### src/rtl/imem_loader_pkg.sv
// Shared definitions for the instruction-memory loader and the instruction
// memory it fills: default memory depth, loader FSM state encodings and a
// word-index to byte-address helper.
package imem_loader_pkg;

  // Instruction memory depth in 32-bit words.
  localparam int MEM_WORDS_DEFAULT = 32;

  // Loader FSM states. The encoding is also visible on the loader's
  // state_dbg output, so keep these values stable.
  typedef enum logic [2:0] {
    ST_IDLE  = 3'd0,
    ST_HDR   = 3'd1,
    ST_BYTES = 3'd2,
    ST_WRITE = 3'd3,
    ST_DONE  = 3'd4,
    ST_ERR   = 3'd5
  } state_t;

  // Word index -> word-aligned byte address (bits [1:0] always zero).
  function automatic logic [31:0] word_addr(input logic [29:0] idx);
    return {idx, 2'b00};
  endfunction

endpackage

### src/rtl/imem_loader_byte_packer.sv
// byte_packer: collects four serial bytes into one 32-bit word, MSB first
// (the first byte loaded ends up in word_o[31:24]).
//
// Ports:
//   clock, reset_n  - clock and asynchronous active-low reset
//   clear_i         - drop any partial word and restart at byte 0
//   load_i          - shift byte_i in this cycle
//   byte_i          - serial byte
//   word_o          - assembled word (complete on the cycle after word_full_o)
//   word_full_o     - this load_i completes a word (combinational)
module byte_packer (
  input  logic        clock,
  input  logic        reset_n,
  input  logic        clear_i,
  input  logic        load_i,
  input  logic [7:0]  byte_i,
  output logic [31:0] word_o,
  output logic        word_full_o
);

  logic [1:0]  cnt_q;
  logic [31:0] word_q;

  // The 2-bit counter wraps to 0 on the fourth byte, ready for the next word.
  assign word_full_o = load_i && (cnt_q == 2'd3);
  assign word_o      = word_q;

  always_ff @(posedge clock or negedge reset_n) begin
    if (!reset_n) begin
      cnt_q  <= 2'd0;
      word_q <= 32'd0;
    end else if (clear_i) begin
      cnt_q  <= 2'd0;
      word_q <= 32'd0;
    end else if (load_i) begin
      cnt_q  <= cnt_q + 2'd1;
      word_q <= {word_q[23:0], byte_i};
    end
  end

endmodule

### src/rtl/imem_loader.sv
// imem_loader: receives a program image over a byte stream and writes it
// into instruction memory while holding the processor.
//
// Stream format: one header byte N (word count, 1..MEM_WORDS), then N
// 32-bit words, each sent MSB first.
//
// Handshake: byte_in is consumed on a rising edge where byte_valid and
// byte_ready are both high; byte_valid may drop for any number of cycles,
// and bytes offered while byte_ready is low stay with the sender.
//
// Ports:
//   clock, reset_n  - clock and asynchronous active-low reset
//   start           - pulse: begin a load session (from IDLE, DONE or ERR)
//   abort           - pulse: cancel an active session -> ERR
//   byte_in         - serial program byte
//   byte_valid      - byte_in valid
//   byte_ready      - loader accepts byte_in
//   wr_en           - one-cycle instruction memory write strobe
//   wr_addr         - word-aligned byte address of the write
//   wr_data         - instruction word
//   cpu_hold        - keep the processor fetch stage stalled
//   done            - image loaded (level)
//   error           - bad header or aborted (level)
//   state_dbg       - current FSM state (state_t encoding)
module imem_loader
  import imem_loader_pkg::*;
#(
  parameter int MEM_WORDS = MEM_WORDS_DEFAULT
) (
  input  logic        clock,
  input  logic        reset_n,
  input  logic        start,
  input  logic        abort,
  input  logic [7:0]  byte_in,
  input  logic        byte_valid,
  output logic        byte_ready,
  output logic        wr_en,
  output logic [31:0] wr_addr,
  output logic [31:0] wr_data,
  output logic        cpu_hold,
  output logic        done,
  output logic        error,
  output logic [2:0]  state_dbg
);

  localparam int          IDX_W = $clog2(MEM_WORDS) + 1;
  localparam logic [31:0] MAX_N = 32'(MEM_WORDS);

  state_t             state_q, state_d;
  logic [IDX_W-1:0]   idx_q, idx_d;
  logic [IDX_W-1:0]   cnt_q, cnt_d;

  logic byte_ready_q;
  logic wr_en_q;
  logic cpu_hold_q;
  logic done_q;
  logic error_q;

  logic        xfer;
  logic        hdr_bad;
  logic        last_word;
  logic        pk_load;
  logic        pk_clear;
  logic        pk_full;
  logic [31:0] pk_word;

  assign xfer      = byte_valid && byte_ready_q;
  assign hdr_bad   = (byte_in == 8'd0) || ({24'd0, byte_in} > MAX_N);
  assign last_word = (idx_q == (cnt_q - IDX_W'(1)));

  // Abort wins over a byte arriving in the same cycle, so that byte is
  // never shifted into the word.
  assign pk_load  = (state_q == ST_BYTES) && xfer && !abort;
  assign pk_clear = start && ((state_q == ST_IDLE) || (state_q == ST_DONE) ||
                              (state_q == ST_ERR));

  byte_packer u_byte_packer (
    .clock       (clock),
    .reset_n     (reset_n),
    .clear_i     (pk_clear),
    .load_i      (pk_load),
    .byte_i      (byte_in),
    .word_o      (pk_word),
    .word_full_o (pk_full)
  );

  always_ff @(posedge clock or negedge reset_n) begin
    if (!reset_n) begin
      state_q <= ST_IDLE;
      idx_q   <= '0;
      cnt_q   <= '0;
    end else begin
      state_q <= state_d;
      idx_q   <= idx_d;
      cnt_q   <= cnt_d;
    end
  end

  always_comb begin
    state_d = state_q;
    idx_d   = idx_q;
    cnt_d   = cnt_q;
    case (state_q)
      ST_IDLE, ST_DONE, ST_ERR: begin
        if (start) begin
          state_d = ST_HDR;
          idx_d   = '0;
        end
      end
      ST_HDR: begin
        if (abort) begin
          state_d = ST_ERR;
        end else if (xfer) begin
          if (hdr_bad) begin
            state_d = ST_ERR;
          end else begin
            cnt_d   = IDX_W'(byte_in);
            idx_d   = '0;
            state_d = ST_BYTES;
          end
        end
      end
      ST_BYTES: begin
        if (abort) begin
          state_d = ST_ERR;
        end else if (pk_full) begin
          state_d = ST_WRITE;
        end
      end
      ST_WRITE: begin
        if (abort) begin
          state_d = ST_ERR;
        end else if (last_word) begin
          state_d = ST_DONE;
        end else begin
          idx_d   = idx_q + IDX_W'(1);
          state_d = ST_BYTES;
        end
      end
      default: state_d = ST_IDLE;
    endcase
  end

  // Outputs are registered by decoding the next state, so each output
  // matches the state the FSM is in during that cycle.
  always_ff @(posedge clock or negedge reset_n) begin
    if (!reset_n) begin
      byte_ready_q <= 1'b0;
      wr_en_q      <= 1'b0;
      cpu_hold_q   <= 1'b0;
      done_q       <= 1'b0;
      error_q      <= 1'b0;
    end else begin
      byte_ready_q <= (state_d == ST_HDR) || (state_d == ST_BYTES);
      wr_en_q      <= (state_d == ST_WRITE);
      cpu_hold_q   <= (state_d == ST_HDR) || (state_d == ST_BYTES) ||
                      (state_d == ST_WRITE) || (state_d == ST_ERR);
      done_q       <= (state_d == ST_DONE);
      error_q      <= (state_d == ST_ERR);
    end
  end

  assign byte_ready = byte_ready_q;
  // An abort arriving during the WRITE cycle must still cancel that write,
  // so the registered strobe is masked by abort on the way out.
  assign wr_en      = wr_en_q && !abort;
  assign wr_addr    = word_addr(30'(idx_q));
  assign wr_data    = pk_word;
  assign cpu_hold   = cpu_hold_q;
  assign done       = done_q;
  assign error      = error_q;
  assign state_dbg  = state_q;

endmodule

### config.mk
export PLATFORM = sky130hd
export DESIGN_NAME = imem_loader
export DESIGN_NICKNAME = d
export VERILOG_FILES = /design/src/rtl/imem_loader_pkg.sv /design/src/rtl/imem_loader_byte_packer.sv /design/src/rtl/imem_loader.sv
export SDC_FILE = /design/constraint.sdc
export NUM_CORES = 1
export LEC_CHECK = 0
export ABC_CLOCK_PERIOD_IN_PS = 2530
export CORE_ASPECT_RATIO = 1.25
export CORE_MARGIN = 1.5
export CORE_UTILIZATION = 60
export DETAILED_ROUTE_END_ITERATION = 10
export DONT_BUFFER_PORTS = 1
export GPL_TIMING_DRIVEN = 0
export HOLD_SLACK_MARGIN = 0.12
export PLACE_DENSITY = 0.75
export RECOVER_POWER = 100
export SYNTH_ARGS = -nofsm -noshare
export SYNTH_HDL_FRONTEND = slang
export SYNTH_SLANG_ARGS = --single-unit
### constraint.sdc
create_clock -name clock -period 2.53 [get_ports clock]
set_input_delay 0.3795 -clock clock [delete_from_list [all_inputs] [get_ports clock]]
set_output_delay 0.3795 -clock clock [all_outputs]
set_load 0.02 [all_outputs]
==> metrics.csv, run 1 <==
stage;metric;value;unit
clocking;Setup Fix Bufs, Post-CTS;0;
critical_path;R2R Setup Slk;0.15;ns
floorplanning;die height;76.6;um
synth;Ys Warns;0;
drt;DR WL/cell;16.1;um
drt;vias per inst;5.56;
final_layout;final net count;274;
grt;first-pass GRT wire length;8.28;mm
power_and_ir_drop;Power per Cell Area;800;nW/um^2
floorplanning;Ports;85;
final_layout;area delta synth->final;11.3;%
drt;routed wire length;5.08;mm
sta;fmax;420;MHz
hold_path;Min-Delay Path Class;in -> reg;
synth;post-synth cell types;46;
synth;Yosys reg bits;54;
sta;hold slack;0.197;ns
critical_path;Setup crit end kind;flip-flop;
clocking;CTS tree;built;
synth;Gate Count Post-Synth;224;
floorplanning;core area;4130;um^2
critical_path;Worst Reg2Reg Path Length in Cells;5;
sta;max_slew headroom;0.152;
grt;number of global-route vias before repair;1804;
placement;gpl congestion;0.818;
placement;DP Wirelength;3.59;mm
critical_path;Reg-to-Reg Start;byte_ready;
placement;I/O Buffers;0;
critical_path;Reg-to-Reg End;cnt_q[3];
clocking;clock latency on the worst-skew pair;0.31;ns
synth;Post-Syn Area per Cell;11.6;um^2
final_layout;Final Util;0.701;
grt;largest net degree at the start of global routing;55;
sta;Fin Setup TNS;0;ns
run;# Max-Cap Violations;0;
clocking;clk root buf;clkbuf_8;
drt;total iterations of the first detailed-routing run;4;
critical_path;Worst EP arrival;2.58;ns
drt;Final ANT Viol Nets;0;
sta;count of final setup violators;0;
critical_path;Startpoint Class;flip-flop;
critical_path;Crit path required time;2.72;ns
power_and_ir_drop;Design Power;0.00232;W
final_layout;ANT cells;0;
status;status;completed;
drt;via count;1751;
critical_path;worst setup path category;reg -> reg;
floorplanning;Initial Utilization;0.630;
synth;post-synthesis instance area;2600;um^2
clocking;Clock Path Buffers;2;
clocking;TritonCTS Buffers;5;
synth;EDFF count, synth;0;
floorplanning;Die ar.;4740;um^2
sta;minimum clock period;2.38;ns
floorplanning;Die W;61.9;um
drt;# DRC;0;
synth;async set or reset register ratio after synthesis;1.00;
sta;Final Hold Viols;0;
critical_path;CP max stage delay;0.57;ns
sta;clock skew;0.00514;ns
clocking;Num Clock Sinks;54;
grt;total global-route track usage;0.230;
power_and_ir_drop;Peak VDD IR;0.468;mV
critical_path;CP endpoint;cnt_q[3];
sta;RSZ-0062 raised after global routing;no;
clocking;# H-tree levels;2;
synth;top_reg_cell synth;dfrtp_1;
critical_path;crit path max-delay cell type;or4bb_1;
sta;pin slew with the least headroom to its limit;1.27;ns
clocking;clk slew on worst S/H paths;0.09;ns
power_and_ir_drop;LEAKAGE;1.46;nW
critical_path;worst-path fanout max;7;
sta;worst setup margin;0.147;ns
final_layout;share of layout cells above drive strength 1;0.197;
placement;Placement Setup Slack;-0.100;ns
critical_path;worst path cell trace;or4bb_1 > nor3_2 > or4b_1 > buf_6 > mux2_1;
critical_path;Worst setup startpoint;byte_ready;
synth;register area share after synthesis;0.519;
grt;antenna violations before repair;0;
sta;final cycle utilization of the critical path;0.942;
drt;First DRT Iteration DRCs;70;
floorplanning;row cnt;26;
grt;Overflow after GRT;0;
sta;Max Slew Vio Count;0;
-- area by class of cell --
| cell class | count | area (um^2) |
|---|---|---|
| sequential | 54 | 1350 |
| fill | 331 | 1240 |
| multi-input combinational | 155 | 1090 |
| buffer | 35 | 239 |
| tap | 56 | 70.1 |
| clock buffer | 5 | 68.8 |
| clock inverter | 3 | 40.0 |
| inverter | 5 | 18.8 |
| timing repair buffer | 2 | 15.0 |
-- cell families (layout without fill, tap and decap cells) --
logic type      Yosys count  after routing  share of synthesized area
flops                    54             54                      0.519
mux                      10             10                     0.0491
other cells               1             26                    0.00144
simple gates             54             54                      0.119
xor+xnor                  7              7                     0.0236
compound gates           55             55                      0.175
buf+inv                  40             50                     0.0981
fa+ha+maj                 3              3                     0.0144
-- per-stage QoR --
stage / instances / instance area, um^2
floorplan: 249 / 2700
global placement: 305 / 2770
detailed placement: 305 / 2770
CTS: 315 / 2920
global route: 315 / 2900
finish: 315 / 2900
-- how the worst min path moves through the flow --
stage / start / to / slack [ns] / cells after the start
final: byte_in[1] / cnt_q[1] / 0.20 / 1
after global routing: byte_in[1] / cnt_q[1] / 0.19 / 1
after CTS: byte_in[7] / u_byte_packer.word_o[7] / 0.20 / 1
after detailed placement: reset_n / done / 0.09 / 0
after global placement: reset_n / cpu_hold / 0.09 / 0
after floorplan: reset_n / byte_ready / 0.08 / 0
-- power breakdown --
| group | switching [W] | total, W | internal, W |
|---|---|---|---|
| Clock | 0.000278 | 0.000570 | 0.000292 |
| Sequential | 0.000146 | 0.00109 | 0.000948 |
| Combinational | 0.000388 | 0.000654 | 0.000266 |
-- cell usage after synthesis, drive strengths merged, types with 3 or more instances --
library cell / instances / area, um^2
a22o: 34 / 298
nor3: 5 / 30.0
nand2: 12 / 45.0
xnor2: 4 / 35.0
dfrtp: 54 / 1350
clkbuf: 8 / 30.0
nor2b: 4 / 25.0
ha: 3 / 37.5
buf: 27 / 206
mux2i: 3 / 30.0
nor2: 9 / 33.8
nand3: 3 / 15.0
mux2: 7 / 97.6
nor4: 3 / 18.8
a21oi: 3 / 15.0
o21a: 3 / 22.5
xor2: 3 / 26.3
o21ai: 5 / 25.0
inv: 5 / 18.8
-- placed cells by master, fill, tap and decap left out, types with 2 or more instances in the layout --
cell	count
dfrtp_1	54
a22o_1	34
buf_4	26
conb_1	26
nand2_1	12
nor2_1	9
clkbuf_1	6
inv_1	5
clkbuf_8	5
nor2b_1	4
o21ai_0	4
xnor2_1	4
nor3_1	4
xor2_1	3
o21a_1	3
clkbuf_2	3
nor4_1	3
a21oi_1	3
nand3_1	3
mux2i_1	3
mux2_1	3
ha_1	3
or3_1	2
a31oi_1	2
and3_1	2
or2_2	2
and2_1	2
mux2_2	2
nand2b_1	2
mux2_4	2
clkinv_2	2
-- critical path: cells and delay by family, from the launching register on --
family        cells  cell delay, ns
buf+inv           1            0.16
mux               1            0.31
simple gates      3            1.27
flops             1            0.52
-- registers in the layout, summed over array words and instances (netlist names) --
| name | flops |
|---|---|
| done | 1 |
| u_byte_packer.cnt_q | 2 |
| idx_q | 6 |
| cpu_hold | 1 |
| wr_en_q | 1 |
| error | 1 |
| byte_ready | 1 |
| cnt_q | 6 |
| u_byte_packer.word_o | 32 |
| state_dbg | 3 |
-- metal layers --
layer  routed length, um  GRT usage  vias to the layer above
met3                 269     0.0679                        7
met5                   0          0                        -
met1                2240      0.302                      849
li1                    -          -                      835
met2                2500      0.363                       60
met4                  78     0.0702                        0
-- what timing repair did --
item,4_1_cts,5_1_grt
gates resized for setup,1,5
hold buffers,2,0
pin swaps,0,0
setup endpoints to repair,30,31
hold endpoints to repair,54,0
Note: power is estimated with default switching activity, not from simulation.
==> run 2: changes to the inputs <==
- CORE_ASPECT_RATIO: 1.25 -> 0.9
- CTS_BUF_LIST: not set -> sky130_fd_sc_hd__clkbuf_8 sky130_fd_sc_hd__clkbuf_16
- TNS_END_PERCENT: not set -> 100
==> run 2 against run 1 <==
Effect of this change:
- sequential share of layout area up 0.57 points
- clock skew barely moved
- sequential power about the same
- wire length is 1.5% higher
- critical path depth did not move
- fmax is 2.2% lower
- setup slack lost 0.053 ns
- via count is 2.6% higher
- register-to-register slack got worse by 0.05 ns
- critical endpoint is now cnt_q[0]
==> metrics.csv, run 2 (same netlist as run 1, synthesis figures left out) <==
stage;metric;value;unit
placement;I/O Buffers;0;
sta;fmax;410;MHz
final_layout;most frequent cells in the layout;dfrtp_1 (54), a22o_1 (34), buf_4 (26), conb_1 (26), nand2_1 (12);
floorplanning;row cnt;22;
power_and_ir_drop;NetSw;0.000812;W
sta;final cycle utilization of the critical path;0.963;
clocking;CTS tree;built;
placement;Placement Setup Slack;-0.0265;ns
critical_path;Worst EP arrival;2.63;ns
critical_path;Startpoint Class;flip-flop;
floorplanning;core area;4130;um^2
sta;pin slew with the least headroom to its limit;1.28;ns
sta;hold slack;0.206;ns
grt;antenna violations before repair;0;
power_and_ir_drop;P_int;0.00141;W
final_layout;commonest non-fill, non-tap cell in the layout;dfrtp_1;
critical_path;Crit path required time;2.73;ns
placement;placed insts;297;
critical_path;Worst setup startpoint;byte_ready;
critical_path;worst-path fanout max;7;
critical_path;Setup crit end kind;flip-flop;
power_and_ir_drop;Sw Share;0.365;
final_layout;final net count;274;
grt;Overflow after GRT;0;
grt;routing usage on met1;0.314;
hold_path;Min-Delay Path Class;in -> reg;
floorplanning;die height;65.5;um
grt;Most Used Layer, Global Route;met2;
final_layout;ANT cells;0;
final_layout;post-route insts no fill;306;
grt;largest net degree at the start of global routing;55;
final_layout;share of layout cells above drive strength 1;0.205;
clocking;clk slew on worst S/H paths;0.09;ns
drt;First DRT Iteration DRCs;76;
drt;DR WL/cell;16.9;um
final_layout;area delta synth->final;9.96;%
drt;vias per inst;5.87;
drt;total iterations of the first detailed-routing run;5;
final_layout;max FFs per register;32;
run;# Max-Cap Violations;0;
grt;number of global-route vias before repair;1744;
sta;count of final setup violators;0;
sta;clock skew;0.00550;ns
power_and_ir_drop;Comb power frac;0.300;
power_and_ir_drop;clock network fraction of total power;0.208;
hold_path;Hold Startpoint;byte_in[6];
clocking;# H-tree levels;2;
drt;Final ANT Viol Nets;0;
power_and_ir_drop;Seq pwr share;0.492;
grt;met3 Use GR;0.0844;
sta;max_slew headroom;0.146;
placement;DP Wirelength;3.73;mm
drt;# DRC;0;
floorplanning;Die ar.;4740;um^2
power_and_ir_drop;Design Power;0.00223;W
clocking;clk root buf;clkbuf_8;
grt;first-pass GRT wire length;8.57;mm
floorplanning;Initial Utilization;0.630;
sta;minimum clock period;2.44;ns
sta;worst setup margin;0.0938;ns
sta;Max Slew Vio Count;0;
clocking;Clock Path Buffers;2;
power_and_ir_drop;LEAKAGE;1.45;nW
final_layout;Final Util;0.693;
clocking;Num Clock Sinks;54;
placement;gpl congestion;0.804;
drt;via count;1796;
clocking;TritonCTS Buffers;5;
drt;routed wire length;5.16;mm
status;status;completed;
grt;met2 GRT Util;0.376;
critical_path;Reg-to-Reg Start;byte_ready;
floorplanning;Ports;85;
floorplanning;Die W;72.4;um
sta;Final Hold Viols;0;
clocking;clock latency on the worst-skew pair;0.30;ns
critical_path;worst setup path category;reg -> reg;
grt;total global-route track usage;0.238;
power_and_ir_drop;Power per Cell Area;778;nW/um^2
power_and_ir_drop;Peak VDD IR;0.488;mV
sta;RSZ-0062 raised after global routing;yes;
==> run 2: per-layer routing <==
| metal | up-vias | part of all wire | routed length, um |
|---|---|---|---|
| met5 | - | 0 | 0 |
| met4 | 0 | 0.0093 | 48 |
| met1 | 886 | 0.42 | 2180 |
| met3 | 5 | 0.083 | 429 |
| li1 | 830 | - | - |
| met2 | 75 | 0.49 | 2500 |
==> run 2: layout make-up <==
class                           instances  area, um^2
Clock buffer                            5        68.8
Clock inverter                          2        15.0
Fill cell                             315        1270
Inverter                                5        18.8
Buffer                                 35         234
Timing Repair Buffer                    2        15.0
Tap cell                               48        60.1
Sequential cell                        54        1350
Multi-Input combinational cell        155        1100
==> run 2: through the flow <==
stage / setup TNS [ns] / cell area (um^2)
floorplan: 0 / 2700
global placement: -0.0416 / 2760
detailed placement: -0.327 / 2760
CTS: 0 / 2890
global route: -0.0135 / 2860
finish: 0 / 2860
==> run 2: power groups by stage <==
stage / clock network, W / logic, W / registers [W]
3_3_place_gp: 0 / 0.000610 / 0.00112
5_1_grt: 0.000514 / 0.000740 / 0.00111
4_1_cts: 0.000473 / 0.000667 / 0.00110
2_1_floorplan: 0 / 0.000530 / 0.00109
3_5_place_dp: 0 / 0.000632 / 0.00112
6_report: 0.000463 / 0.000667 / 0.00110
==> run 2: final timing paths <==
path,end,slack (ns),cells past startpoint
max,cnt_q[0],0.09,5
min,u_byte_packer.word_o[6],0.21,1
max reg2reg,cnt_q[0],0.09,5
min reg2reg,cnt_q[5],0.51,2
max in group asynchronous,u_byte_packer.cnt_q[1],0.85,2
min in group asynchronous,cnt_q[2],0.91,2
==> run 2: critical path: stages, from the launching register on <==
cell	delay (ns)
dfrtp_1	0.51
or4bb_1	0.57
nor3_2	0.23
or4b_1	0.47
clkbuf_2	0.21
mux2_4	0.33
==> run 2: what timing repair did <==
item | 4_1_cts | 5_1_grt
buffers inserted | 0 | 0
hold buffers | 2 | 0
pin swaps | 0 | 1
gates resized for setup | 1 | 7
endpoints found under the setup margin | 30 | 31
hold endpoints to repair | 54 | 0
